$ cat src/rtl/gcd_operand_feeder.sv
// gcd_operand_feeder: initiator for the subtractive GCD engine (start / two-beat load / done).
// Define GCD_FEEDER_TIMEOUT_EN to add a WAIT-state watchdog and the res_timeout output.
module gcd_operand_feeder #(
    parameter int W              = 16,
    parameter int TIMEOUT_CYCLES = 70000
) (
    input  logic         clk,
    input  logic         rst,
    input  logic         op_valid,
    output logic         op_ready,
    input  logic [W-1:0] op_a,
    input  logic [W-1:0] op_b,
    output logic [W-1:0] gcd_data,
    output logic         gcd_start,
    output logic         gcd_clr,
    input  logic         gcd_done,
    input  logic [W-1:0] gcd_result,
    output logic         res_valid,
    input  logic         res_ready,
    output logic [W-1:0] res_data,
`ifdef GCD_FEEDER_TIMEOUT_EN
    output logic         res_timeout,
`endif
    output logic         busy
);

    typedef enum logic [2:0] {
        ST_IDLE,
        ST_LDA,
        ST_LDB,
        ST_WAIT,
        ST_CAPT,
        ST_CLR
    } state_t;

    state_t       state_q, state_d;
    logic [W-1:0] b_q, b_d;
    logic         op_ready_q, op_ready_d;
    logic [W-1:0] gcd_data_q, gcd_data_d;
    logic         gcd_start_q, gcd_start_d;
    logic         gcd_clr_q, gcd_clr_d;
    logic         res_valid_q, res_valid_d;
    logic [W-1:0] res_data_q, res_data_d;
    logic         busy_q, busy_d;

`ifdef GCD_FEEDER_TIMEOUT_EN
    localparam int               CNT_W    = $clog2(TIMEOUT_CYCLES + 1);
    localparam logic [CNT_W-1:0] CNT_LAST = CNT_W'(TIMEOUT_CYCLES - 1);

    logic [CNT_W-1:0] cnt_q, cnt_d;
    logic             res_timeout_q, res_timeout_d;
`endif

    // Outputs are computed from the next state so every port comes straight from a flop.
    always_comb begin
        state_d     = state_q;
        b_d         = b_q;
        op_ready_d  = op_ready_q;
        gcd_data_d  = gcd_data_q;
        gcd_start_d = 1'b0;
        gcd_clr_d   = 1'b0;
        res_valid_d = res_valid_q;
        res_data_d  = res_data_q;
        busy_d      = 1'b1;
`ifdef GCD_FEEDER_TIMEOUT_EN
        cnt_d         = cnt_q;
        res_timeout_d = res_timeout_q;
`endif

        unique case (state_q)
            ST_CLR: begin
                state_d    = ST_IDLE;
                op_ready_d = 1'b1;
                busy_d     = 1'b0;
            end

            ST_IDLE: begin
                busy_d = 1'b0;
                if (res_valid_q) begin
                    if (res_ready) begin
                        res_valid_d = 1'b0;
                        op_ready_d  = 1'b1;
                    end
                end else if (op_valid && op_ready_q) begin
                    op_ready_d = 1'b0;
                    // A zero operand makes the answer the other operand; the engine is skipped.
                    if ((op_a == '0) || (op_b == '0)) begin
                        res_data_d  = op_a | op_b;
                        res_valid_d = 1'b1;
                    end else begin
                        b_d         = op_b;
                        gcd_data_d  = op_a;
                        gcd_start_d = 1'b1;
                        busy_d      = 1'b1;
                        state_d     = ST_LDA;
                    end
                end
            end

            ST_LDA: begin
                gcd_data_d = b_q;
                state_d    = ST_LDB;
            end

            ST_LDB: begin
                state_d = ST_WAIT;
`ifdef GCD_FEEDER_TIMEOUT_EN
                cnt_d = '0;
`endif
            end

            ST_WAIT: begin
                if (gcd_done) begin
                    res_data_d  = gcd_result;
                    res_valid_d = 1'b1;
                    state_d     = ST_CAPT;
                end
`ifdef GCD_FEEDER_TIMEOUT_EN
                else if (cnt_q == CNT_LAST) begin
                    res_data_d    = '0;
                    res_valid_d   = 1'b1;
                    res_timeout_d = 1'b1;
                    state_d       = ST_CAPT;
                end else begin
                    cnt_d = cnt_q + CNT_W'(1);
                end
`endif
            end

            ST_CAPT: begin
                if (res_ready) begin
                    res_valid_d = 1'b0;
                    gcd_clr_d   = 1'b1;
                    state_d     = ST_CLR;
`ifdef GCD_FEEDER_TIMEOUT_EN
                    res_timeout_d = 1'b0;
`endif
                end
            end

            default: begin
                gcd_clr_d = 1'b1;
                state_d   = ST_CLR;
            end
        endcase
    end

    always_ff @(posedge clk or posedge rst) begin
        if (rst) begin
            state_q     <= ST_CLR;
            b_q         <= '0;
            op_ready_q  <= 1'b0;
            gcd_data_q  <= '0;
            gcd_start_q <= 1'b0;
            gcd_clr_q   <= 1'b1;
            res_valid_q <= 1'b0;
            res_data_q  <= '0;
            busy_q      <= 1'b1;
`ifdef GCD_FEEDER_TIMEOUT_EN
            cnt_q         <= '0;
            res_timeout_q <= 1'b0;
`endif
        end else begin
            state_q     <= state_d;
            b_q         <= b_d;
            op_ready_q  <= op_ready_d;
            gcd_data_q  <= gcd_data_d;
            gcd_start_q <= gcd_start_d;
            gcd_clr_q   <= gcd_clr_d;
            res_valid_q <= res_valid_d;
            res_data_q  <= res_data_d;
            busy_q      <= busy_d;
`ifdef GCD_FEEDER_TIMEOUT_EN
            cnt_q         <= cnt_d;
            res_timeout_q <= res_timeout_d;
`endif
        end
    end

    assign op_ready  = op_ready_q;
    assign gcd_data  = gcd_data_q;
    assign gcd_start = gcd_start_q;
    assign gcd_clr   = gcd_clr_q;
    assign res_valid = res_valid_q;
    assign res_data  = res_data_q;
    assign busy      = busy_q;
`ifdef GCD_FEEDER_TIMEOUT_EN
    assign res_timeout = res_timeout_q;
`endif

endmodule

$ cat config.mk
export PLATFORM = sky130hd
export DESIGN_NAME = gcd_operand_feeder
export DESIGN_NICKNAME = d
export VERILOG_FILES = /design/src/rtl/gcd_operand_feeder.sv
export SDC_FILE = /design/constraint.sdc
export NUM_CORES = 1
export LEC_CHECK = 0
export ABC_AREA = 0
export BUFFER_PORTS_ARGS = -buffer_cell sky130_fd_sc_hd__buf_2
export CAP_MARGIN = 20
export CORE_MARGIN = 2
export CORE_UTILIZATION = 45
export DETAILED_ROUTE_END_ITERATION = 7
export MAX_ROUTING_LAYER = met4
export PLACE_DENSITY = 0.73
export SKIP_LAST_GASP = 1
export SLEW_MARGIN = 40
export SYNTH_ARGS = -nofsm -noshare
export SYNTH_HDL_FRONTEND = slang
export SYNTH_SLANG_ARGS = --single-unit
$ cat constraint.sdc
create_clock -name clk -period 1.82 [get_ports clk]
set_clock_uncertainty 0.05 [all_clocks]
set_input_delay 0.091 -clock clk [delete_from_list [all_inputs] [get_ports clk]]
set_output_delay 0.091 -clock clk [all_outputs]
set_load 0.01 [all_outputs]
==> out/qor.txt, run 1 <==
Post-Synthesis Cell Area = 0.00337 sq mm
Deepest clock path buffer count = 2
Reg2Reg Setup Slack = 0.08 ns
Pin count of the biggest net entering global routing = 35
Layout cells sized above 1 = 37.5%
Slowest Stage Delay on Critical Path = 0.55 ns
Worst slew pin tran = 0.438 ns
Area of placed instances = 0.00402 sq mm
Drc violations = 0
Peak supply drop = 0.000636 V
Final period utilization = 99.1%
Most used flip-flop cell after synthesis = dfrtp_1
Status = finished with violations
First-pass GRT wire length = 16.7 mm
R2R cell count = 6
Pint = 4040 uW
Drt via density = 6.13
Failing checks = negative hold slack
RSZ-0062 raised after global routing = yes
Core area = 0.00725 sq mm
Largest area contributor in the synthesized netlist = dfrtp_1
Vias in the first global route = 3277
Critical path's slowest cell = dlygate4sd3_1
Netlist cell types = 41
CTS tree = built
Final non-filler cell total = 558
Worst-Skew Late Latency = 0.33 ns
Tot GR Track Use = 25.4%
F_max = 0.554 GHz
Design area = 0.00446 sq mm
Hold_ws = -0.000729 ns
Slew headroom = 70.5%
Full die area = 0.00820 sq mm
Top cells by area, synth = dfrtp_1 (39%), nand4_1 (5.9%), mux2i_1 (5.0%), a221oi_1 (4.4%), mux2_4 (4.0%)
Setup violators final = 0
Clk network pwr share = 11.1%
Final wirelength = 10.2 mm
Net Count, Synth = 400
Layout area overhead = 32.2%
Max-cap check violation count = 0
Antenna viol nets, final = 0
Required time of the worst setup path = 1.98 ns
Post-synthesis sequential area ratio = 41.7%
Initial core utilization = 46.5%
EDFF count, synth = 0
Vert. Die Dim = 90.5 um
Pre-antenna DRT Iters = 5
Fraction of registers with async set/reset = 100%
Antenna violations before repair = 0
Combinational power share = 53.7%
Setup CP Type = in -> reg
Clock root cell = clkbuf_8
Tmin final = 1.80 ns
Sequential share of power = 35.2%
Dpl hpwl = 6.86 mm
Gr ovfl total = 0
Routed vias = 3420
Net switching power = 2790 uW
Placed Cells = 530
Post-synth top cells = dfrtp_1 (52), nor2_1 (36), nand4_1 (32)
Share of the synthesized area in the top cell type = 38.6%
CP Capture Type = register
Lkg Pwr = 0.00217 uW
Buffers on Ports = 89
Antenna Cells = 0
Worst-path fanout max = 5
Hold Fails Final Rpt = 1
First DRT Iteration DRCs = 195
Worst setup SP type = input pin
CTS clk-pin slew, worst paths = 0.12 ns
Wirelength per Cell = 18.4 um
CP Cell Sequence = dlygate4sd3_1, buf_2, nor4_2, buf_4, nand4_2, nand3_4, buf_12, mux2_2
Fin. max-slew vios = 0
Die W = 90.5 um
Pwr Density = 1530 mW/mm^2
Clock sink count = 56
Crit Reg-Reg Endpoint = res_data[6]
Synthesis Warnings = 0
Critical Path AT = 1.97 ns
Mapped Cells = 347
Worst hold start = op_a[8]
Post-synthesis register bit count = 56
Hold path depth = 3
H-tree levels = 2
Final net count = 511
Switching Fraction = 40.8%
Avg Cell Area, Syn = 9.71 sq um
Rows = 31
Dominant cell by count in the synthesized netlist = dfrtp_1
CTS Buf Count = 5
Hold Crit Endpoint = gcd_data[8]
# IOs = 90
HP Class = in -> reg
Pwr Total = 6820 uW
Gp weighted congestion = 0.847
Worst setup slack after layout = 0.0162 ns
Pre-CTS WS = -0.0191 ns
==> power groups by stage <==
stage / Sequential, uW / Clock [uW] / Combinational [uW]
finish: 2400 / 754 / 3660
global route: 2480 / 819 / 4030
CTS: 2370 / 754 / 3470
detailed placement: 2400 / 0 / 3390
global placement: 2370 / 0 / 3300
floorplan: 2510 / 0 / 2170
==> layer usage <==
| layer | wire length (um) | GRT usage, % | part of all wire (%) |
|---|---|---|---|
| met5 | 0 | - | 0 |
| met4 | 76 | 4.87 | 0.74 |
| met3 | 774 | 4.09 | 7.6 |
| met2 | 4950 | 39.6 | 48 |
| met1 | 4440 | 35.4 | 43 |
==> worst max path at each step <==
stage                     slack, ns      from           to
after global placement         0.02  register       b_q[1]
after detailed placement      -0.02  register       b_q[1]
after floorplan                0.04  register  res_data[0]
after CTS                     0.004  op_b[10]      b_q[12]
final                          0.02   op_a[5]       b_q[0]
after global routing          -0.03   op_b[4]  gcd_data[7]
==> final cells by class <==
| class | instances | area (sq um) |
|---|---|---|
| Multi-Input combinational cell | 239 | 1820 |
| Sequential cell | 56 | 1410 |
| Timing Repair Buffer | 137 | 936 |
| Tap cell | 99 | 124 |
| Inverter | 19 | 71.3 |
| Fill cell | 623 | 2800 |
| Clock inverter | 3 | 27.5 |
| Clock buffer | 5 | 68.8 |
==> worst max-delay path, delay by kind of cell <==
kind / cells / cell delay, ns
buf+inv: 4 / 1.00
mux: 1 / 0.32
simple gates: 3 / 0.55
==> placed cells by master, fill, tap and decap left out, types with 17 or more instances in the layout <==
master / n
buf_4: 25
nand4_1: 32
mux2i_1: 17
a31oi_1: 17
nor2_1: 36
buf_2: 88
inv_1: 18
and3_1: 17
dfrtp_1: 52
==> kinds of logic after synthesis <==
kind of cell / share of synthesized area [%]
and+or+nand+nor: 23.0
AOI/OAI and AO/OA: 16.8
muxes: 11.4
buffers and inverters: 7.13
DFF: 41.7
==> registers in the layout, summed over array words and instances, names as in the netlist, named ones only <==
signal	count
b_q	16
busy	1
gcd_clr	1
gcd_data	16
gcd_start	1
op_ready	1
res_data	16
res_valid	1
state_q	2
==> per-stage QoR <==
stage	TNS (ns)	utilization [%]	hold slack [ns]
3_3_place_gp	0	55.4	0.0711
6_report	0	61.4	-0.000729
5_1_grt	-0.0772	61.4	-0.00245
3_5_place_dp	-0.125	55.4	0.0717
4_1_cts	0	59.5	0.000112
2_1_floorplan	0	-	0.190
==> what timing repair did <==
item | in CTS | in global routing
gates resized for setup | 0 | 17
hold buffers | 16 | 0
pin swaps | 1 | 1
setup endpoints to repair | 15 | 47
hold endpoints to repair | 29 | 0
setup buffers | 2 | 2
gates cloned | 0 | 1
No activity file was read; power rests on OpenSTA's default activity.
==> run 2, diff against run 1 <==
--- a/config.mk
+++ b/config.mk
@@ -8,6 +8,7 @@
 export ABC_AREA = 0
 export BUFFER_PORTS_ARGS = -buffer_cell sky130_fd_sc_hd__buf_2
 export CAP_MARGIN = 20
+export CORE_ASPECT_RATIO = 1.2
 export CORE_MARGIN = 2
 export CORE_UTILIZATION = 45
 export DETAILED_ROUTE_END_ITERATION = 7
==> out/qor.txt, run 2 (synthesized netlist as in run 1, its figures left out) <==
Status = completed
Final wirelength = 9.94 mm (-3.0%)
Antenna Cells = 0 (unchanged)
Vert. Die Dim = 98.8 um (+9.1%)
Tmin final = 1.79 ns (-0.0159 ns)
CP Capture Type = register
Buffers on Ports = 89 (unchanged)
Antenna violations before repair = 0 (unchanged)
Setup CP Type = in -> reg
Critical path's slowest cell = dlygate4sd3_1
Buf/Inv on CP = 4 (unchanged)
Layout area overhead = 28.2%
Fin. max-slew vios = 0 (unchanged)
Final Core Density = 59.4% (-2.0 points)
Vias in the first global route = 3284 (+0.21%)
R2R cell count = 5 (-1)
Rows = 34 (+9.7%)
Routed vias = 3370 (-1.5%)
# IOs = 90 (unchanged)
Reg2Reg Setup Slack = 0.07 ns (about the same)
CTS clk-pin slew, worst paths = 0.11 ns (about the same)
Pwr Density = 1550 mW/mm^2 (+1.1%)
Worst setup slack after layout = 0.0320 ns (+0.0159 ns)
H-tree levels = 2 (unchanged)
Worst setup SP type = input pin
Gp weighted congestion = 0.792 (-6.5%)
Required time of the worst setup path = 1.98 ns (about the same)
Final period utilization = 98.2% (-0.87 points)
Setup TNS = 0 ns (unchanged)
Core area = 0.00727 sq mm (+0.29%)
Slew headroom = 68.6% (-2.0 points)
RSZ-0062 raised after global routing = yes
Clock root cell = clkbuf_8
Deepest clock path buffer count = 2 (unchanged)
CTS Buf Count = 5 (unchanged)
Crit Reg-Reg Endpoint = res_data[3]
First DRT Iteration DRCs = 196 (+0.51%)
Area of placed instances = 0.00405 sq mm (+0.78%)
Full die area = 0.00820 sq mm (about the same)
Die W = 83.0 um (-8.3%)
Crit path max-delay family = buffers and inverters
Dpl hpwl = 7.02 mm (+2.3%)
Design area = 0.00432 sq mm (-3.0%)
Worst-Skew Late Latency = 0.31 ns (-0.02 ns)
Most frequent cells in the layout = buf_2 (89), dfrtp_1 (52), nor2_1 (36)
Final net count = 505 (-1.2%)
Commonest non-fill, non-tap cell in the layout = buf_2
Worst hold start = op_b[11]
Setup violators final = 0 (unchanged)
Drt via density = 6.21 (+1.3%)
Clock sink count = 56 (unchanged)
Lkg Pwr = 0.00212 uW (-2.4%)
Max-cap check violation count = 0 (unchanged)
Initial core utilization = 46.3% (-0.14 points)
Antenna viol nets, final = 0 (unchanged)
Critical Path AT = 1.94 ns (-0.03 ns)
Drc violations = 0 (unchanged)
Hold_ws = 0.00156 ns (+0.00229 ns)
Hold path depth = 2 (-1)
Gr ovfl total = 0 (unchanged)
HP Class = in -> reg
Hold Crit Endpoint = b_q[11]
Pre-antenna DRT Iters = 5 (unchanged)
First-pass GRT wire length = 16.2 mm (-2.6%)
Wirelength per Cell = 18.3 um (-0.29%)
F_max = 0.559 GHz (+0.89%)
Worst-path fanout max = 11 (+6)
CP Cell Sequence = dlygate4sd3_1, buf_2, nor4_2, buf_4, nand4_2, nand3_4, buf_12, mux2_2
Pre-CTS WS = -0.0239 ns (-0.00477 ns)
Tot GR Track Use = 24.8% (-0.62 points)
FF-to-FF Start = state_q[0]
Worst slew pin tran = 0.467 ns (+0.0295 ns)
Peak supply drop = 0.000748 V (+18%)
Hold Fails Final Rpt = 0 (-1)
Pin count of the biggest net entering global routing = 41 (+17%)
Slowest Stage Delay on Critical Path = 0.53 ns (-0.02 ns)
Layout cells sized above 1 = 36.0% (-1.5 points)
CTS tree = built
run 2: cell types whose count changed in the layout (fill, tap and decap cells not counted), moves of 2 or more:
| cell | before | now |
|---|---|---|
| nor4_2 | 4 | 2 |
| nor4_1 | 3 | 6 |
| a221oi_2 | 6 | 0 |
| buf_4 | 25 | 21 |
| dlygate4sd3_1 | 16 | 11 |
| buf_12 | 5 | 8 |
| a221oi_1 | 11 | 17 |
run 2: per-stage QoR:
step / power (uW) / std cells
2_1_floorplan: 4680 / 347
3_3_place_gp: 5750 / 520
3_5_place_dp: 5890 / 520
4_1_cts: 6640 / 541
5_1_grt: 7140 / 543
6_report: 6690 / 543
run 2: metal layers:
layer	GRT usage [%]	vias to the layer above	part of all wire [%]
met5	-	-	0
met4	6.94	0	1.3
met3	2.43	11	5.3
met2	40.7	146	51
met1	32.9	1674	43
li1	-	1539	-
run 2: worst max-delay path by stage:
stage / from / slack, ns / endpoint / depth (start not counted)
2_1_floorplan: register / 0.04 / res_data[0] / 6
3_3_place_gp: register / 0.003 / b_q[5] / 4
3_5_place_dp: register / -0.02 / b_q[15] / 4
4_1_cts: op_b[5] / 0.009 / b_q[12] / 8
5_1_grt: op_b[5] / -0.01 / b_q[0] / 8
6_report: op_b[5] / 0.03 / b_q[0] / 8
run 2: cell type report:
class	instances	area, sq um
clock buffer	5	68.8
timing repair buffer	131	896
sequential	56	1410
inverter	19	71.3
tap	90	113
clock inverter	3	23.8
fill	621	2950
multi-input combinational	239	1740
run 2: repair_timing:
item / in CTS / in global routing
hold buffers: 11 / 0
endpoints found under the hold margin: 22 / 0
endpoints found under the setup margin: 16 / 37
resized for setup: 0 / 6
pin swaps: 1 / 2
setup buffers: 2 / 2
run 2: where the power goes:
group,internal [uW],switching [uW],leakage [uW],total [uW]
combinational,1790,1790,0.00142,3580
sequential,1930,466,0.000658,2400
clock,274,441,0.0000404,715
